==> src/rtl/alu_pkg.sv <==
// Shared opcodes, instruction field positions and FSM state type for the ALU issue sequencer.
// ALU_ISSUE_TRAP_EN adds a TRAP state entered on an illegal opcode.
package alu_pkg;

  localparam logic [3:0] OP_LOADI = 4'b0001;
  localparam logic [3:0] OP_AND   = 4'b0011;
  localparam logic [3:0] OP_OR    = 4'b0100;
  localparam logic [3:0] OP_XOR   = 4'b0101;
  localparam logic [3:0] OP_GT    = 4'b0110;
  localparam logic [3:0] OP_LT    = 4'b0111;
  localparam logic [3:0] OP_ADD   = 4'b1010;
  localparam logic [3:0] OP_SUB   = 4'b1011;
  localparam logic [3:0] OP_SHR   = 4'b1101;
  localparam logic [3:0] OP_SHL   = 4'b1110;

  localparam int unsigned OPC_MSB = 15;
  localparam int unsigned OPC_LSB = 12;
  localparam int unsigned RD_MSB  = 11;
  localparam int unsigned RD_LSB  = 8;
  localparam int unsigned RS1_MSB = 7;
  localparam int unsigned RS1_LSB = 4;
  localparam int unsigned RS2_MSB = 3;
  localparam int unsigned RS2_LSB = 0;

`ifdef ALU_ISSUE_TRAP_EN
  typedef enum logic [2:0] {StIdle, StDecode, StExec, StWb, StTrap} state_e;
`else
  typedef enum logic [1:0] {StIdle, StDecode, StExec, StWb} state_e;
`endif

  function automatic logic is_alu_op(input logic [3:0] op);
    case (op)
      OP_AND, OP_OR, OP_XOR, OP_GT, OP_LT, OP_ADD, OP_SUB, OP_SHR, OP_SHL: return 1'b1;
      default: return 1'b0;
    endcase
  endfunction

  function automatic logic is_cmp_op(input logic [3:0] op);
    return (op == OP_GT) || (op == OP_LT);
  endfunction

endpackage

==> src/rtl/alu_issue_seq_if.sv <==
// Instruction handshake, ALU drive/result and writeback bundle of the issue sequencer.
// slave = sequencer side, master = environment side (instruction source + ALU).
interface alu_issue_seq_if #(
  parameter int unsigned CNT_W = 16
);
  logic             instr_valid;
  logic             instr_ready;
  logic [15:0]      instr;
  logic [3:0]       alu_op;
  logic [3:0]       alu_a;
  logic [3:0]       alu_b;
  logic [31:0]      alu_x;
  logic [31:0]      alu_y;
  logic             wb_valid;
  logic [3:0]       wb_addr;
  logic [3:0]       wb_data;
  logic             carry_flag;
  logic             illegal_op;
  logic             busy;
  logic [CNT_W-1:0] retired_count;

  modport slave (
    input  instr_valid, instr, alu_x, alu_y,
    output instr_ready, alu_op, alu_a, alu_b, wb_valid, wb_addr, wb_data,
           carry_flag, illegal_op, busy, retired_count
  );

  modport master (
    output instr_valid, instr, alu_x, alu_y,
    input  instr_ready, alu_op, alu_a, alu_b, wb_valid, wb_addr, wb_data,
           carry_flag, illegal_op, busy, retired_count
  );
endinterface

==> src/rtl/alu_regfile.sv <==
// Register file: NREGS x DATA_W, two combinational read ports, one synchronous write port,
// asynchronously cleared.
module alu_regfile #(
  parameter int unsigned NREGS  = 16,
  parameter int unsigned DATA_W = 4
) (
  input  logic                     clk,
  input  logic                     rst_n,
  input  logic [$clog2(NREGS)-1:0] raddr1,
  output logic [DATA_W-1:0]        rdata1,
  input  logic [$clog2(NREGS)-1:0] raddr2,
  output logic [DATA_W-1:0]        rdata2,
  input  logic                     we,
  input  logic [$clog2(NREGS)-1:0] waddr,
  input  logic [DATA_W-1:0]        wdata
);
  logic [DATA_W-1:0] mem_q [NREGS];

  always_ff @(posedge clk or negedge rst_n) begin
    if (!rst_n) begin
      for (int i = 0; i < int'(NREGS); i++) mem_q[i] <= '0;
    end else if (we) begin
      mem_q[waddr] <= wdata;
    end
  end

  assign rdata1 = mem_q[raddr1];
  assign rdata2 = mem_q[raddr2];
endmodule

==> src/rtl/alu_issue_seq.sv <==
// Single-issue sequencer: IDLE -> DECODE -> EXEC -> WB around a combinational 4-bit ALU.
// Define ALU_ISSUE_TRAP_EN to park in TRAP after an illegal opcode until trap_clear.
module alu_issue_seq
  import alu_pkg::*;
#(
  parameter int unsigned NREGS  = 16,
  parameter int unsigned DATA_W = 4,
  parameter int unsigned CNT_W  = 16
) (
  input  logic clk,
  input  logic rst_n,
`ifdef ALU_ISSUE_TRAP_EN
  input  logic trap_clear,
`endif
  alu_issue_seq_if.slave bus
);
  state_e            state_q;
  logic [15:0]       instr_q;
  logic [3:0]        alu_op_q;
  logic [DATA_W-1:0] alu_a_q, alu_b_q;
  logic              wb_valid_q;
  logic [3:0]        wb_addr_q;
  logic [DATA_W-1:0] wb_data_q;
  logic              carry_q, illegal_q, ready_q, busy_q;
  logic [CNT_W-1:0]  cnt_q;
  logic [DATA_W-1:0] rdata1, rdata2;

  logic [3:0] opcode, rd;
  assign opcode = instr_q[OPC_MSB:OPC_LSB];
  assign rd     = instr_q[RD_MSB:RD_LSB];

  // Write lands at the end of WB, so the next instruction's DECODE sees it.
  alu_regfile #(
    .NREGS  (NREGS),
    .DATA_W (DATA_W)
  ) u_regfile (
    .clk    (clk),
    .rst_n  (rst_n),
    .raddr1 (instr_q[RS1_MSB:RS1_LSB]),
    .rdata1 (rdata1),
    .raddr2 (instr_q[RS2_MSB:RS2_LSB]),
    .rdata2 (rdata2),
    .we     (state_q == StWb),
    .waddr  (wb_addr_q),
    .wdata  (wb_data_q)
  );

  always_ff @(posedge clk or negedge rst_n) begin
    if (!rst_n) begin
      state_q    <= StIdle;
      instr_q    <= '0;
      alu_op_q   <= '0;
      alu_a_q    <= '0;
      alu_b_q    <= '0;
      wb_valid_q <= 1'b0;
      wb_addr_q  <= '0;
      wb_data_q  <= '0;
      carry_q    <= 1'b0;
      illegal_q  <= 1'b0;
      ready_q    <= 1'b1;
      busy_q     <= 1'b0;
      cnt_q      <= '0;
    end else begin
      wb_valid_q <= 1'b0;
      illegal_q  <= 1'b0;
      case (state_q)
        StIdle: begin
          if (bus.instr_valid) begin
            instr_q <= bus.instr;
            state_q <= StDecode;
            ready_q <= 1'b0;
            busy_q  <= 1'b1;
          end
        end
        StDecode: begin
          if (is_alu_op(opcode)) begin
            alu_op_q <= opcode;
            alu_a_q  <= rdata1;
            alu_b_q  <= rdata2;
            state_q  <= StExec;
          end else if (opcode == OP_LOADI) begin
            wb_valid_q <= 1'b1;
            wb_addr_q  <= rd;
            wb_data_q  <= instr_q[RS1_MSB:RS1_LSB];
            state_q    <= StWb;
          end else begin
            illegal_q <= 1'b1;
`ifdef ALU_ISSUE_TRAP_EN
            state_q   <= StTrap;
`else
            state_q   <= StIdle;
            ready_q   <= 1'b1;
            busy_q    <= 1'b0;
`endif
          end
        end
        StExec: begin
          wb_valid_q <= 1'b1;
          wb_addr_q  <= rd;
          // Compares report only bit 0; everything else is truncated to the register width.
          wb_data_q  <= is_cmp_op(alu_op_q) ? {{(DATA_W-1){1'b0}}, bus.alu_x[0]}
                                            : bus.alu_x[DATA_W-1:0];
          if (alu_op_q == OP_ADD) carry_q <= bus.alu_y[0];
          state_q    <= StWb;
        end
        StWb: begin
          cnt_q   <= cnt_q + 1'b1;
          state_q <= StIdle;
          ready_q <= 1'b1;
          busy_q  <= 1'b0;
        end
`ifdef ALU_ISSUE_TRAP_EN
        StTrap: begin
          if (trap_clear) begin
            state_q <= StIdle;
            ready_q <= 1'b1;
            busy_q  <= 1'b0;
          end
        end
`endif
        default: begin
          state_q <= StIdle;
          ready_q <= 1'b1;
          busy_q  <= 1'b0;
        end
      endcase
    end
  end

  assign bus.instr_ready   = ready_q;
  assign bus.alu_op        = alu_op_q;
  assign bus.alu_a         = alu_a_q;
  assign bus.alu_b         = alu_b_q;
  assign bus.wb_valid      = wb_valid_q;
  assign bus.wb_addr       = wb_addr_q;
  assign bus.wb_data       = wb_data_q;
  assign bus.carry_flag    = carry_q;
  assign bus.illegal_op    = illegal_q;
  assign bus.busy          = busy_q;
  assign bus.retired_count = cnt_q;
endmodule

==> src/flat_wrapper.sv <==
// flat-port wrapper written by rule: the top's interface ports become plain ports
module alu_issue_seq_flat import alu_pkg::*;
#(
  parameter int unsigned NREGS  = 16,
  parameter int unsigned DATA_W = 4,
  parameter int unsigned CNT_W  = 16
)
  (clk, rst_n, bus_instr_valid, bus_instr, bus_alu_x, bus_alu_y, bus_instr_ready, bus_alu_op, bus_alu_a, bus_alu_b, bus_wb_valid, bus_wb_addr, bus_wb_data, bus_carry_flag, bus_illegal_op, bus_busy, bus_retired_count);
  alu_issue_seq_if #(.CNT_W(CNT_W)) bus_i ();
  input  logic clk;
  input  logic rst_n;
  input wire logic [$bits(bus_i.instr_valid)-1:0] bus_instr_valid;
  input wire logic [$bits(bus_i.instr)-1:0] bus_instr;
  input wire logic [$bits(bus_i.alu_x)-1:0] bus_alu_x;
  input wire logic [$bits(bus_i.alu_y)-1:0] bus_alu_y;
  output wire logic [$bits(bus_i.instr_ready)-1:0] bus_instr_ready;
  output wire logic [$bits(bus_i.alu_op)-1:0] bus_alu_op;
  output wire logic [$bits(bus_i.alu_a)-1:0] bus_alu_a;
  output wire logic [$bits(bus_i.alu_b)-1:0] bus_alu_b;
  output wire logic [$bits(bus_i.wb_valid)-1:0] bus_wb_valid;
  output wire logic [$bits(bus_i.wb_addr)-1:0] bus_wb_addr;
  output wire logic [$bits(bus_i.wb_data)-1:0] bus_wb_data;
  output wire logic [$bits(bus_i.carry_flag)-1:0] bus_carry_flag;
  output wire logic [$bits(bus_i.illegal_op)-1:0] bus_illegal_op;
  output wire logic [$bits(bus_i.busy)-1:0] bus_busy;
  output wire logic [$bits(bus_i.retired_count)-1:0] bus_retired_count;
  assign bus_i.instr_valid = bus_instr_valid;
  assign bus_i.instr = bus_instr;
  assign bus_i.alu_x = bus_alu_x;
  assign bus_i.alu_y = bus_alu_y;
  assign bus_instr_ready = bus_i.instr_ready;
  assign bus_alu_op = bus_i.alu_op;
  assign bus_alu_a = bus_i.alu_a;
  assign bus_alu_b = bus_i.alu_b;
  assign bus_wb_valid = bus_i.wb_valid;
  assign bus_wb_addr = bus_i.wb_addr;
  assign bus_wb_data = bus_i.wb_data;
  assign bus_carry_flag = bus_i.carry_flag;
  assign bus_illegal_op = bus_i.illegal_op;
  assign bus_busy = bus_i.busy;
  assign bus_retired_count = bus_i.retired_count;
  alu_issue_seq #(.NREGS(NREGS), .DATA_W(DATA_W), .CNT_W(CNT_W)) u_core (.clk(clk), .rst_n(rst_n), .bus(bus_i));
endmodule
==> config.mk <==
export PLATFORM = sky130hd
export DESIGN_NAME = alu_issue_seq_flat
export DESIGN_NICKNAME = d
export VERILOG_FILES = /design/src/rtl/alu_pkg.sv /design/src/rtl/alu_issue_seq_if.sv /design/src/rtl/alu_regfile.sv /design/src/rtl/alu_issue_seq.sv /design/src/flat_wrapper.sv
export SDC_FILE = /design/constraint.sdc
export NUM_CORES = 1
export LEC_CHECK = 0
export BUFFER_PORTS_ARGS = -buffer_cell sky130_fd_sc_hd__buf_2
export CORE_AREA = 10 10 176 96
export CTS_BUF_LIST = sky130_fd_sc_hd__clkbuf_8
export DETAILED_ROUTE_END_ITERATION = 7
export DIE_AREA = 0 0 186 106
export HOLD_SLACK_MARGIN = 0.12
export MAX_ROUTING_LAYER = met4
export PLACE_DENSITY = 0.66
export SYNTH_ARGS = -nofsm -noshare
export SYNTH_HDL_FRONTEND = slang
export SYNTH_SLANG_ARGS = --single-unit
==> constraint.sdc <==
create_clock -name clk -period 2.25 [get_ports clk]
set_clock_uncertainty 0.2 [all_clocks]
set_input_delay 0.45 -clock clk [delete_from_list [all_inputs] [get_ports clk]]
set_output_delay 0.45 -clock clk [all_outputs]
set_load 0.03 [all_outputs]
# Word-level counts from Yosys, hierarchy flattened
# Memories as Yosys holds them, arrays and structs flattened.
# Cells that the tools add are included.
# W data, S select, Z words.
[totals]
register_bits = 123
romBits = 16
output_inout_bits = 41
elab_cells = 94
memories = 1
[op_classes]
add_sub_neg = 1
n_lt_le_gt_ge = 4
eq_ne = 11
muxes = 35
n_bitwise = 3
reduce_logical = 10
[memory_table]
columns = ["name", "depth", "width", "read_ports", "rd_ports_with_merged_regs", "write_ports", "line", "source"]
rows = [
  ["(no name shown)", 16, 1, 1, 0, 0, "alu_pkg.sv:32", "case (op)"],
]
[ops]
columns = ["op", "n"]
rows = [
  ["$bwmux W64", 1],
  ["$mux W4", 10],
  ["$bmux W4 S4", 2],
  ["$add A16 B1 Y16 const B", 1],
  ["$demux W4 S4", 1],
  ["$pmux W4 S2", 2],
  ["$ge A5 B5 Y1 const B", 3],
  ["$not A4 Y5", 3],
  ["$mux W1", 12],
  ["$eq A4 B3 Y1 const B", 2],
  ["$pmux W2 S4", 1],
  ["$mux W2", 3],
  ["$ne A2 B2 Y1 const B", 3],
  ["$pmux W1 S3", 2],
  ["$reduce_and A2 Y1", 3],
  ["$lt A5 B1 Y1 const B", 1],
  ["$eq A2 B2 Y1 const B", 2],
  ["$eq A4 B1 Y1 const B", 1],
  ["$eq A4 B4 Y1 const B", 1],
  ["$reduce_and A4 Y1", 1],
  ["$reduce_and A3 Y1", 1],
  ["$reduce_bool A3 Y1", 1],
  ["$eq A2 B1 Y1 const B", 1],
  ["$logic_not A2 Y1", 1],
  ["other kinds (5)", 5],
]

# Logic depth before layout (Yosys ltp)
# Gate-level depths: netlist of run 1.
[logic_depth]
ltp_word = 6
mapped_depth = 8
ltp_nobuf = 6

# Modules after synthesis
# A second synthesis of run 1 with hierarchy kept.
[hier_totals]
hier_cells = 429
area_unflattened_um2 = 6098.3
[modules_own_cells]
columns = ["mod", "n_inst", "cells_each", "area_each_um2", "seq_area_each_um2"]
rows = [
  ["alu_regfile", 1, 234, 3569.7, 1601.5],
  ["alu_issue_seq", 1, 195, 2528.7, 1477.7],
]

# Worst setup path before layout of run 1
# OpenSTA, ideal clock, no wires.
[synth_path]
path_type = "flip-flop to flip-flop"
from = "register u_core.instr_q[12]"
to = "register u_core.wb_addr_q[1] (netlist: u_core.bus.wb_addr[1])"
setup_ns = 0.125
arrival_ns = 1.695
required_ns = 1.925
slack_ns = 0.230
path_stages_with_launch = 6
path_buffers = 1
synth_period_minus_slack_ns = 2.020
path_cell_list = "dfrtp_1 > ha_1 > mux2_4 > o41a_1 > buf_6 > mux2_4"
[synth_via]
elab_chain_len = 4
word_cells_on_any_way = 6
cone_classes = "eq/ne: 3; mux: 1; reduce/logical: 1; memory: 1"
[synth_rtl]
columns = ["element", "line", "source"]
rows = [
  ["start, declared", "alu_issue_seq.sv:18", "logic [15:0] instr_q;"],
  ["start signal, assigned", "alu_issue_seq.sv:69", "instr_q <= bus.instr;"],
  ["$mem_v2 Z16 W1", "-", ""],
  ["$mux W1", "alu_issue_seq.sv:66", "case (state_q)"],
  ["$ne A2 B2 Y1 (no source line)", "-", ""],
  ["$reduce_and A3 Y1 (no source line) (*)", "-", ""],
  ["end signal, assigned", "alu_issue_seq.sv:83", "wb_addr_q <= rd;"],
  ["end signal, assigned", "alu_issue_seq.sv:99", "wb_addr_q <= rd;"],
  ["end, declared", "alu_issue_seq.sv:22", "logic [3:0] wb_addr_q;"],
]
# Mark *: on every way between the ends. The rest lies on a longest branch, timed or not. The select of a mux whose other input is x is not followed.
# A chain may end at the register's enable or synchronous reset.

# Worst setup path after layout of run 1
[layout_path]
from = "register u_core.instr_q[13]"
to = "register u_core.wb_addr_q[2] (netlist: u_core.bus.wb_addr[2])"
# The elaborated chain is that of the path after synthesis.

==> results.yml, run 1 <==
critical_path:
  endpoint_kind: "flop"
  crit-reg2reg-launch: "u_core.instr_q[13]"
  reg2reg_to: "u_core.bus.wb_addr[2]"
  crit_chain: "ha_1 > mux2_4 > o41a_2 > mux2_4"
  crit_fanout: 12
  critPathRequiredTime_ns: 2.37
  ff2ff_setup_slack_ns: 0.12
  critPathKind: "reg -> reg"
  critPathMostFrequentCell: "mux2_4"
  arrival_ns: 2.25
  startpoint_type: "flop"
  cp_slowest_stage_delay_ns: 0.59
  cp_top_family: "multiplexers"
  worstRegToRegCells: 4
  path_buf_inv: 0
  cp_slowest_cell: "o41a_2"
route:
  firstDrtPassIters: 5
  num_vias: 4137
  via_per_inst: 5.56
  wl_per_cell_um: 20.9
  drt_iter0_drc: 380
  drtAntennaViolNets: 0
  drcViolationCount: 0
  routed_wl_mm: 15.6
floorplan:
  core_sq_um: 14000
  ios: 124
  initial_core_util: 0.434
  fp.dieArea_sq_um: 19700
  die_w_um: 186
  rows: 31
  die_h_um: 106
synth:
  synth.avg_cell_area_sq_um: 14.0
  syn_area_sq_um: 6060
  synth_top_area_frac: 0.504
  synthCells: 434
  ys_warn_count: 0
  yosys.area.top_type: "dfrtp_1"
  ys_seq_elements: 123
  synth_flop_cell: "dfrtp_1"
  synth_nets: 525
  netlist-cell-type-count: 40
  synth_edf_count: 0
  yosysSeqAreaShare: 0.508
  async_flop_share: 1.00
  synthTopCellsByArea: "dfrtp_1 (50%), mux2_2 (16%), mux4_2 (10%), mux4_1 (2.2%), ha_1 (1.7%)"
grt:
  antenna_found_initial: 0
  grt_util_all_layers: 0.169
  grt_pass1_wl_mm: 24.7
  grt_pass1_vias: 4293
  grt_max_degree: 42
  overflow: 0
sta:
  fin_tns_setup_ns: 0
  worst_pin_slew_ns: 0.607
  drv_slew: 0
  setup_viol: 0
  relSlewSlack: 0.596
  hold_violations: 0
  clock.fmax_ghz: 0.469
  fin_crit_sh: 0.947
  min_period_ns: 2.13
  rsz0062_at_grt: "no"
cts:
  clkLatencyLatePin_ns: 0.44
  clk_pin_slew_worst_paths_ns: 0.08
  clk_path_buf_depth: 2
  cts_tree: "yes"
  cts_root_buf: "clkbuf_8"
  cts-htree-levels: 4
  cts_setup_buffers: 0
  cts_buffers: 17
  cts.sinks: 123
power:
  power_leakage_uw: 0.00349
  power.density_nw_per_um2: 1490
  ir_drop_uv: 551
cells_and_area:
  final_common_cell: "dfrtp_1"
  final_layout_size_suffix_gt1_frac: 0.456
  instances_no_fill: 744
  nFillCells: 1169
  final_cell_mix: "dfrtp_1 (120), mux2_2 (88), buf_2 (63)"
  syn2layout_area_growth_pct: 23.3
  nets: 641
  n_antenna_cell: 0
min_path:
  min_path_cells: 3
  min_path_type: "in -> reg"
  hold_path_end: "u_core.bus.wb_data[1]"
  worstHoldStart: "bus_alu_x[1]"
place:
  dp_cells: 691
  dpl.hpwl_mm: 11.4
  place.gp.congestion: 0.901
  numPortBuffers: 64
run_status:
  run_status: "finished clean"
flow_run:
  cap_violations: 0
## flip-flops by register name (all words and copies together) (netlist names), named ones only
signal and count:
u_core.u_regfile.mem_q 64, u_core.bus.retired_count 16, u_core.bus.wb_addr 4, u_core.instr_q 16, u_core.bus.instr_ready 1, u_core.bus.illegal_op 1
u_core.bus.busy 1, u_core.state_q 1, u_core.bus.wb_data 4, u_core.bus.carry_flag 1, u_core.bus.alu_a 4, u_core.bus.wb_valid 1
u_core.bus.alu_b 4, u_core.bus.alu_op 4
## power breakdown
| part | total [uW] | switching [uW] | internal, uW |
|---|---|---|---|
| clock | 2170 | 929 | 1240 |
| combinational | 4900 | 2400 | 2500 |
| sequential | 4060 | 932 | 3130 |
| total | 11100 | 4260 | 6870 |
## through the flow
step	hold WS (ns)	utilization	instance area [sq um]	power, uW	setup WS (ns)
global placement	0.243	0.488	6810	8740	0.0815
CTS	0.166	0.535	7470	11200	0.0562
global route	0.192	0.535	7470	11800	0.0317
detailed placement	0.247	0.488	6810	8940	0.0706
finish	0.179	0.535	7470	11100	0.118
floorplan	-0.0456	-	6060	7310	0.230
## layer usage
layer	global-route usage	wire, um	share of wire
met1	0.246	7990	0.51
met2	0.227	6510	0.42
met3	0.0394	893	0.057
met4	0.0481	162	0.010
met5	-	0	0
## synthesized netlist by cell type, drive strengths merged, types with 6 or more instances
library cell and instances:
a21oi 12, mux2i 10, nand4 6, dfrtp 122
nor2b 14, xnor2 11, clkbuf 10, a22o 8
buf 15, mux2 91, nor2 19, mux4 32
a211o 8, nand3 6, ha 8, nand2 19
inv 7, o21ai 6
## cells by family after synthesis
group / share of synthesized area
AO/OA/AOI/OAI: 0.0473
XOR/XNOR: 0.0217
adder cells (fa/ha/maj): 0.0165
buffers and inverters: 0.0266
flip-flops: 0.508
multiplexers: 0.310
AND/OR/NAND/NOR: 0.0702
## repair_timing
item / CTS / global route
setup endpoints to repair: 0 / 25
gates resized for setup: 0 / 4
endpoints found under the hold margin: 53 / 0
hold buffers: 21 / 0
## how the worst max path moves through the flow
stage / from / end / slack, ns / depth (start not counted)
floorplan: u_core.instr_q[12] / u_core.bus.wb_addr[1] / 0.23 / 5
detailed placement: u_core.instr_q[13] / u_core.bus.wb_addr[2] / 0.07 / 4
finish: u_core.instr_q[13] / u_core.bus.wb_addr[2] / 0.12 / 4
CTS: u_core.instr_q[13] / u_core.bus.wb_addr[2] / 0.06 / 4
global placement: u_core.instr_q[2] / u_core.bus.alu_b[0] / 0.08 / 4
global route: u_core.bus.wb_data[2] / bus_wb_data[2] / 0.03 / 1
## tightest hold or removal path: cells and delay by family
kind	cells	cell delay (ns)
AO/OA/AOI/OAI	2	0.22
buffers and inverters	1	0.10
## area by class of cell
cell class / instances / area, sq um / area share
sequential: 123 / 3080 / 0.412
multi-input combinational: 279 / 2820 / 0.378
timing repair buffer: 122 / 873 / 0.117
clock buffer: 18 / 248 / 0.0331
tap: 181 / 226 / 0.0303
clock inverter: 14 / 195 / 0.0261
inverter: 7 / 26.3 / 0.00352
(Power assumes the default switching activity.)
==> inputs of run 2 (changes only) <==
- ABC_CLOCK_PERIOD_IN_PS: default -> 2250
- REMOVE_ABC_BUFFERS: default -> 1
==> run 2 against run 1 <==
  * Die area stayed put
  * Sequential power hardly changed
  * Via count is 1.6% lower
  * Maximum frequency is 3.1% lower
  * Critical endpoint is now u_core.u_regfile.mem_q[26]
  * Highest routed layer unchanged
==> results.yml, run 2 (synthesis results as in run 1) <==
run_status:
  run_status: "finished clean"
cts:
  cts_setup_buffers: 0
  cts_root_buf: "clkbuf_8"
  clk_path_buf_depth: 2
  cts_buffers: 17
  cts_tree: "yes"
  cts.sinks: 123
  clkLatencyLatePin_ns: 0.43
  clk_pin_slew_worst_paths_ns: 0.08
  cts-htree-levels: 4
cells_and_area:
  final_common_cell: "dfrtp_1"
  n_antenna_cell: 0
  nFillCells: 1157
  final_layout_size_suffix_gt1_frac: 0.459
  finish.utilization: 0.529
  fin_area_sq_um: 7380
  syn2layout_area_growth_pct: 21.8
  largest_reg_flops: 64
  seq_area_sq_um: 3080
  nets: 638
  final_cell_mix: "dfrtp_1 (120), mux2_2 (88), buf_2 (63)"
  top_register: "u_core.u_regfile.mem_q"
  multi_input_area_sq_um: 2820
grt:
  grt_pass1_wl_mm: 24.5
  grt_util_all_layers: 0.166
  antenna_found_initial: 0
  overflow: 0
  grt_max_degree: 62
  grt_pass1_vias: 4275
power:
  switchingPower_uw: 4220
  pwr-share-seq: 0.378
  ir_drop_uv: 613
  intPower_uw: 6550
  power_leakage_uw: 0.00345
  power.share.combinational: 0.449
  power.density_nw_per_um2: 1460
  pwr-share-clk: 0.173
  switching_share: 0.392
sta:
  worst_pin_slew_ns: 0.544
  drv_slew: 0
  holdWs_ns: 0.162
  setup_viol: 0
  rsz0062_at_grt: "no"
  fin_crit_sh: 0.977
  hold_violations: 0
  clock.fmax_ghz: 0.455
  min_period_ns: 2.20
  relSlewSlack: 0.637
floorplan:
  fp.dieArea_sq_um: 19700
  core_sq_um: 14000
  die_w_um: 186
  rows: 31
  die_h_um: 106
  initial_core_util: 0.434
  ios: 124
critical_path:
  arrival_ns: 2.30
  endpoint_kind: "flop"
  startpoint_type: "flop"
  worstSetupStartpoint: "u_core.state_q[0]"
  critPathKind: "reg -> reg"
  path_buf_inv: 1
  critPathRequiredTime_ns: 2.35
  crit-reg2reg-launch: "u_core.state_q[0]"
  crit_fanout: 7
  cp_slowest_cell: "dfrtp_1"
  crit_chain: "ha_1 > nand3b_1 > nor2_1 > buf_4 > mux2_2"
  cp_top_family: "simple AND/OR/NAND/NOR gates"
  cp_slowest_stage_delay_ns: 0.42
route:
  wl_per_cell_um: 20.5
  firstDrtPassIters: 5
  num_vias: 4070
  drtAntennaViolNets: 0
  drt_iter0_drc: 285
  drcViolationCount: 0
  routed_wl_mm: 15.2
  via_per_inst: 5.49
place:
  numPortBuffers: 64
  dpl.hpwl_mm: 11.1
  place_area_sq_um: 6810
  place.gp.congestion: 0.833
min_path:
  min_path_type: "in -> reg"
  worstHoldStart: "bus_alu_x[0]"
flow_run:
  cap_violations: 0
run 2: changes by cell type in the layout (fill, tap and decap cells not counted), sizes merged:
cell / change
bufinv: -3
dlygate4sd3: -3
clkinv: +2
clkbuf: +1
clkinvlp: +1
inv: -1
run 2: per-layer routing:
| metal | wire length [um] | share of wire | vias up | global-route usage |
|---|---|---|---|---|
| li1 | - | - | 1844 | - |
| met1 | 7790 | 0.51 | 2086 | 0.242 |
| met2 | 6290 | 0.41 | 126 | 0.221 |
| met3 | 1050 | 0.069 | 14 | 0.0503 |
| met4 | 99 | 0.0065 | 0 | 0.0326 |
| met5 | 0 | 0 | - | - |
run 2: final timing paths:
check / endpoint / slack, ns / cells after the start
worst max-delay path: u_core.u_regfile.mem_q[26] / 0.05 / 5
worst min-delay path: u_core.bus.wb_data[0] / 0.16 / 3
worst max register to register: u_core.u_regfile.mem_q[26] / 0.05 / 5
worst min register to register: u_core.bus.retired_count[15] / 0.28 / 1
max in group asynchronous: u_core.bus.wb_addr[1] / 0.81 / 3
min in group asynchronous: u_core.instr_q[13] / 0.31 / 2
run 2: metrics by stage:
step	setup TNS, ns	total power [uW]	std cells	setup WS, ns
after CTS	0	10800	741	0.0318
after global routing	0	11400	741	0.0124
after floorplan	-0.00295	7190	409	-0.00295
after detailed placement	0	8910	691	0.0269
after global placement	0	8700	691	0.0579
final	0	10800	741	0.0510
run 2: timing repair:
| item | in CTS | in global routing |
|---|---|---|
| gates resized for setup | 0 | 4 |
| hold buffers | 18 | 0 |
| setup endpoints to repair | 0 | 13 |
| hold endpoints to repair | 48 | 0 |
run 2: power by group through the flow:
stage / combinational, uW / sequential [uW] / clock [uW]
4_1_cts: 4860 / 4050 / 1890
3_3_place_gp: 4690 / 4010 / 0
2_1_floorplan: 2640 / 4550 / 0
3_5_place_dp: 4820 / 4090 / 0
5_1_grt: 5210 / 4220 / 2000
6_report: 4840 / 4070 / 1860
run 2: worst register-to-register path, cell delays in order (launching register included):
cell,delay [ns]
dfrtp_1,0.42
ha_1,0.37
nand3b_1,0.23
nor2_1,0.34
buf_4,0.20
mux2_2,0.32
run 2: area by class of cell:
type,instances,share of cell area
Clock buffer,19,0.0354
Multi-Input combinational cell,279,0.382
Inverter,7,0.00356
Tap cell,181,0.0307
Clock inverter,13,0.0164
Sequential cell,123,0.417
Timing Repair Buffer,119,0.114
==> inputs of run 3 (changes only) <==
- BUFFER_PORTS_ARGS: -buffer_cell sky130_fd_sc_hd__buf_2 -> default
- DONT_BUFFER_PORTS: default -> 1
- PLACE_DENSITY: 0.66 -> default
- SYNTH_HIERARCHICAL: default -> 1
==> run 3 against run 2 <==
  * The flow now finishes with violations (hold timing)
  * Synthesized cell count is 1.2% lower
  * Combinational power is 11% lower
  * Synthesized area is 0.64% higher
  * Cell count is 7.8% lower
  * Largest power group is now sequential cells
  * Via count is 2.1% lower
  * Sequential power is 15% higher
  * Setup slack better by 0.0080 ns
==> results.yml, run 3 <==
run_status:
  run_status: "finished, violations left"
  violations: "hold timing"
synth:
  ys_warn_count: 6
  async_flop_share: 1.00
  synth_top_area_frac: 0.501
  synth.avg_cell_area_sq_um: 14.2
  netlist-cell-type-count: 38
  yosysSeqAreaShare: 0.505
  syn_area_sq_um: 6100
  synthTopCellsByArea: "dfrtp_1 (50%), mux2_2 (16%), mux4_1 (12%), nand3_1 (1.9%), mux2_1 (1.7%)"
  yosys.area.top_type: "dfrtp_1"
  synth_flop_cell: "dfrtp_1"
  synth_edf_count: 0
  synthTopCellsByCount: "dfrtp_1 (122), mux2_2 (89), mux4_1 (28)"
  synthCells: 429
  yosysMostFrequentCell: "dfrtp_1"
  ys_seq_elements: 123
floorplan:
  fp.dieArea_sq_um: 19700
  rows: 31
  die_h_um: 106
  initial_core_util: 0.437
  die_w_um: 186
  ios: 124
  core_sq_um: 14000
power:
  pwr-share-seq: 0.433
  switchingPower_uw: 4400
  intPower_uw: 6380
  switching_share: 0.408
  power.share.combinational: 0.400
  power_leakage_uw: 0.00319
  ir_drop_uv: 544
  power.density_nw_per_um2: 1510
  pwr-share-clk: 0.167
  finalPower_uw: 10800
sta:
  min_period_ns: 2.19
  hold_violations: 123
  relSlewSlack: 0.369
  fin_tns_setup_ns: 0
  holdWs_ns: -0.496
  worst_pin_slew_ns: 0.946
  fin_crit_sh: 0.974
  clock.fmax_ghz: 0.456
  drv_slew: 0
  setup_viol: 0
cells_and_area:
  top_register: "u_core/u_regfile/mem_q"
  nets: 580
  multi_input_area_sq_um: 2910
  syn2layout_area_growth_pct: 16.8
  finish.utilization: 0.510
  nFillCells: 1181
  seq_area_sq_um: 3080
  largest_reg_flops: 64
  n_antenna_cell: 0
  final_common_cell: "dfrtp_1"
  final_cell_mix: "dfrtp_1 (121), mux2_2 (89), buf_4 (36)"
  final_layout_size_suffix_gt1_frac: 0.353
route:
  via_per_inst: 5.83
  num_vias: 3983
  wl_per_cell_um: 22.9
  drcViolationCount: 0
  routed_wl_mm: 15.6
  drtAntennaViolNets: 0
  drt_iter0_drc: 309
  firstDrtPassIters: 5
grt:
  grt_max_degree: 124
  grt_pass1_wl_mm: 24.4
  grt_util_all_layers: 0.166
  antenna_found_initial: 0
  grt_pass1_vias: 4041
  overflow: 0
cts:
  clk_pin_slew_worst_paths_ns: 0.09
  cts_root_buf: "clkbuf_8"
  cts.sinks: 123
  cts-htree-levels: 4
  cts_buffers: 17
  clkLatencyLatePin_ns: 0.43
  clk_path_buf_depth: 2
  cts_tree: "yes"
  holdBufCountCts: 19
min_path:
  min_path_type: "in -> async"
critical_path:
  arrival_ns: 2.30
  critPathKind: "reg -> reg"
  crit-reg2reg-launch: "u_core/instr_q[0]"
  worstRegToRegCells: 5
  ff2ff_setup_slack_ns: 0.06
  crit_chain: "buf_12 > mux4_1 > a22oi_1 > nand3_1 > mux2_1"
  endpoint_kind: "flop"
  critPathRequiredTime_ns: 2.36
  cp_slowest_stage_delay_ns: 0.60
  startpoint_type: "flop"
  crit_fanout: 17
  reg2reg_to: "u_core/bus.alu_b[2]"
  cp_slowest_cell: "mux4_1"
flow_run:
  cap_violations: 0
place:
  numPortBuffers: 0
  dpl.hpwl_mm: 11.0
  place.gp.congestion: 0.874
## run 3: cell count changes after synthesis, sizes merged, moves of 6 or more
cell   change
nand3     +17
mux2i      -9
a211o      -8
a22o       -8
nor2b      -8
a22oi      +7
mux2       +7
o21ai      -6
## run 3: cells by family (layout without fill, tap and decap cells)
kind of cell	count (synthesis)	in the layout	synth area share
xor gates and xnor gates	15	15	0.0215
buffers and inverters	25	98	0.0254
AOI/OAI and AO/OA	23	23	0.0273
and+or+nand+nor	104	104	0.0864
DFF	123	123	0.505
muxes	131	131	0.318
adders and majority gates	8	8	0.0164
## run 3: critical path: cells and delay by family (launching register included)
kind	cells	cell delay [ns]
multiplexers	2	0.90
flip-flops	1	0.38
AO/OA/AOI/OAI	1	0.25
buffers and inverters	1	0.19
AND/OR/NAND/NOR	1	0.12
## run 3: power groups by stage
stage,clock (uW),combinational (uW),sequential (uW)
floorplan,0,2650,4490
global placement,0,4040,4620
detailed placement,0,4140,4690
CTS,1850,4200,4660
global route,1960,4650,4820
finish,1800,4310,4670
## run 3: final cells by class
type                    instances  area share
clock buffers                  18      0.0348
clock inverters                14      0.0158
inverters                       8     0.00421
multi-input cells             281       0.408
flip-flops and latches        123       0.432
well taps                     181      0.0318
repair buffers                 58      0.0730
## run 3: metrics by stage
stage,hold WS (ns),worst slack (ns),instances,instance area (sq um)
2_1_floorplan,-0.0456,0.0340,412,5970
3_3_place_gp,-0.0412,-0.0264,632,6530
3_5_place_dp,-0.0406,-0.0222,632,6530
4_1_cts,-0.523,0.0210,683,7090
5_1_grt,-0.533,-0.00351,683,7130
6_report,-0.496,0.0590,683,7130
## run 3: layer usage
layer,global-route usage,routed length (um)
met4,0.0446,96
met1,0.240,7750
met5,-,0
met2,0.219,6780
met3,0.0510,980
## run 3: repair_timing
action	CTS	global route
pin swaps	0	1
setup endpoints to repair	1	21
gates resized for setup	2	8
buffers inserted	0	0
endpoints found under the hold margin	142	123
## run 3: worst max path at each step
| stage | end | startpoint | cells after the start | slack [ns] |
|---|---|---|---|---|
| detailed placement | u_core/bus.alu_a[0] | u_core/instr_q[4] | 5 | -0.02 |
| CTS | u_core/bus.alu_a[0] | u_core/instr_q[4] | 5 | 0.02 |
| floorplan | u_core/bus.alu_a[0] | u_core/instr_q[4] | 4 | 0.03 |
| finish | u_core/bus.alu_b[2] | u_core/instr_q[0] | 5 | 0.06 |
| global route | u_core/bus.wb_data[2] | flop | 7 | -0.004 |
| global placement | u_core/bus.alu_a[0] | u_core/instr_q[4] | 5 | -0.03 |
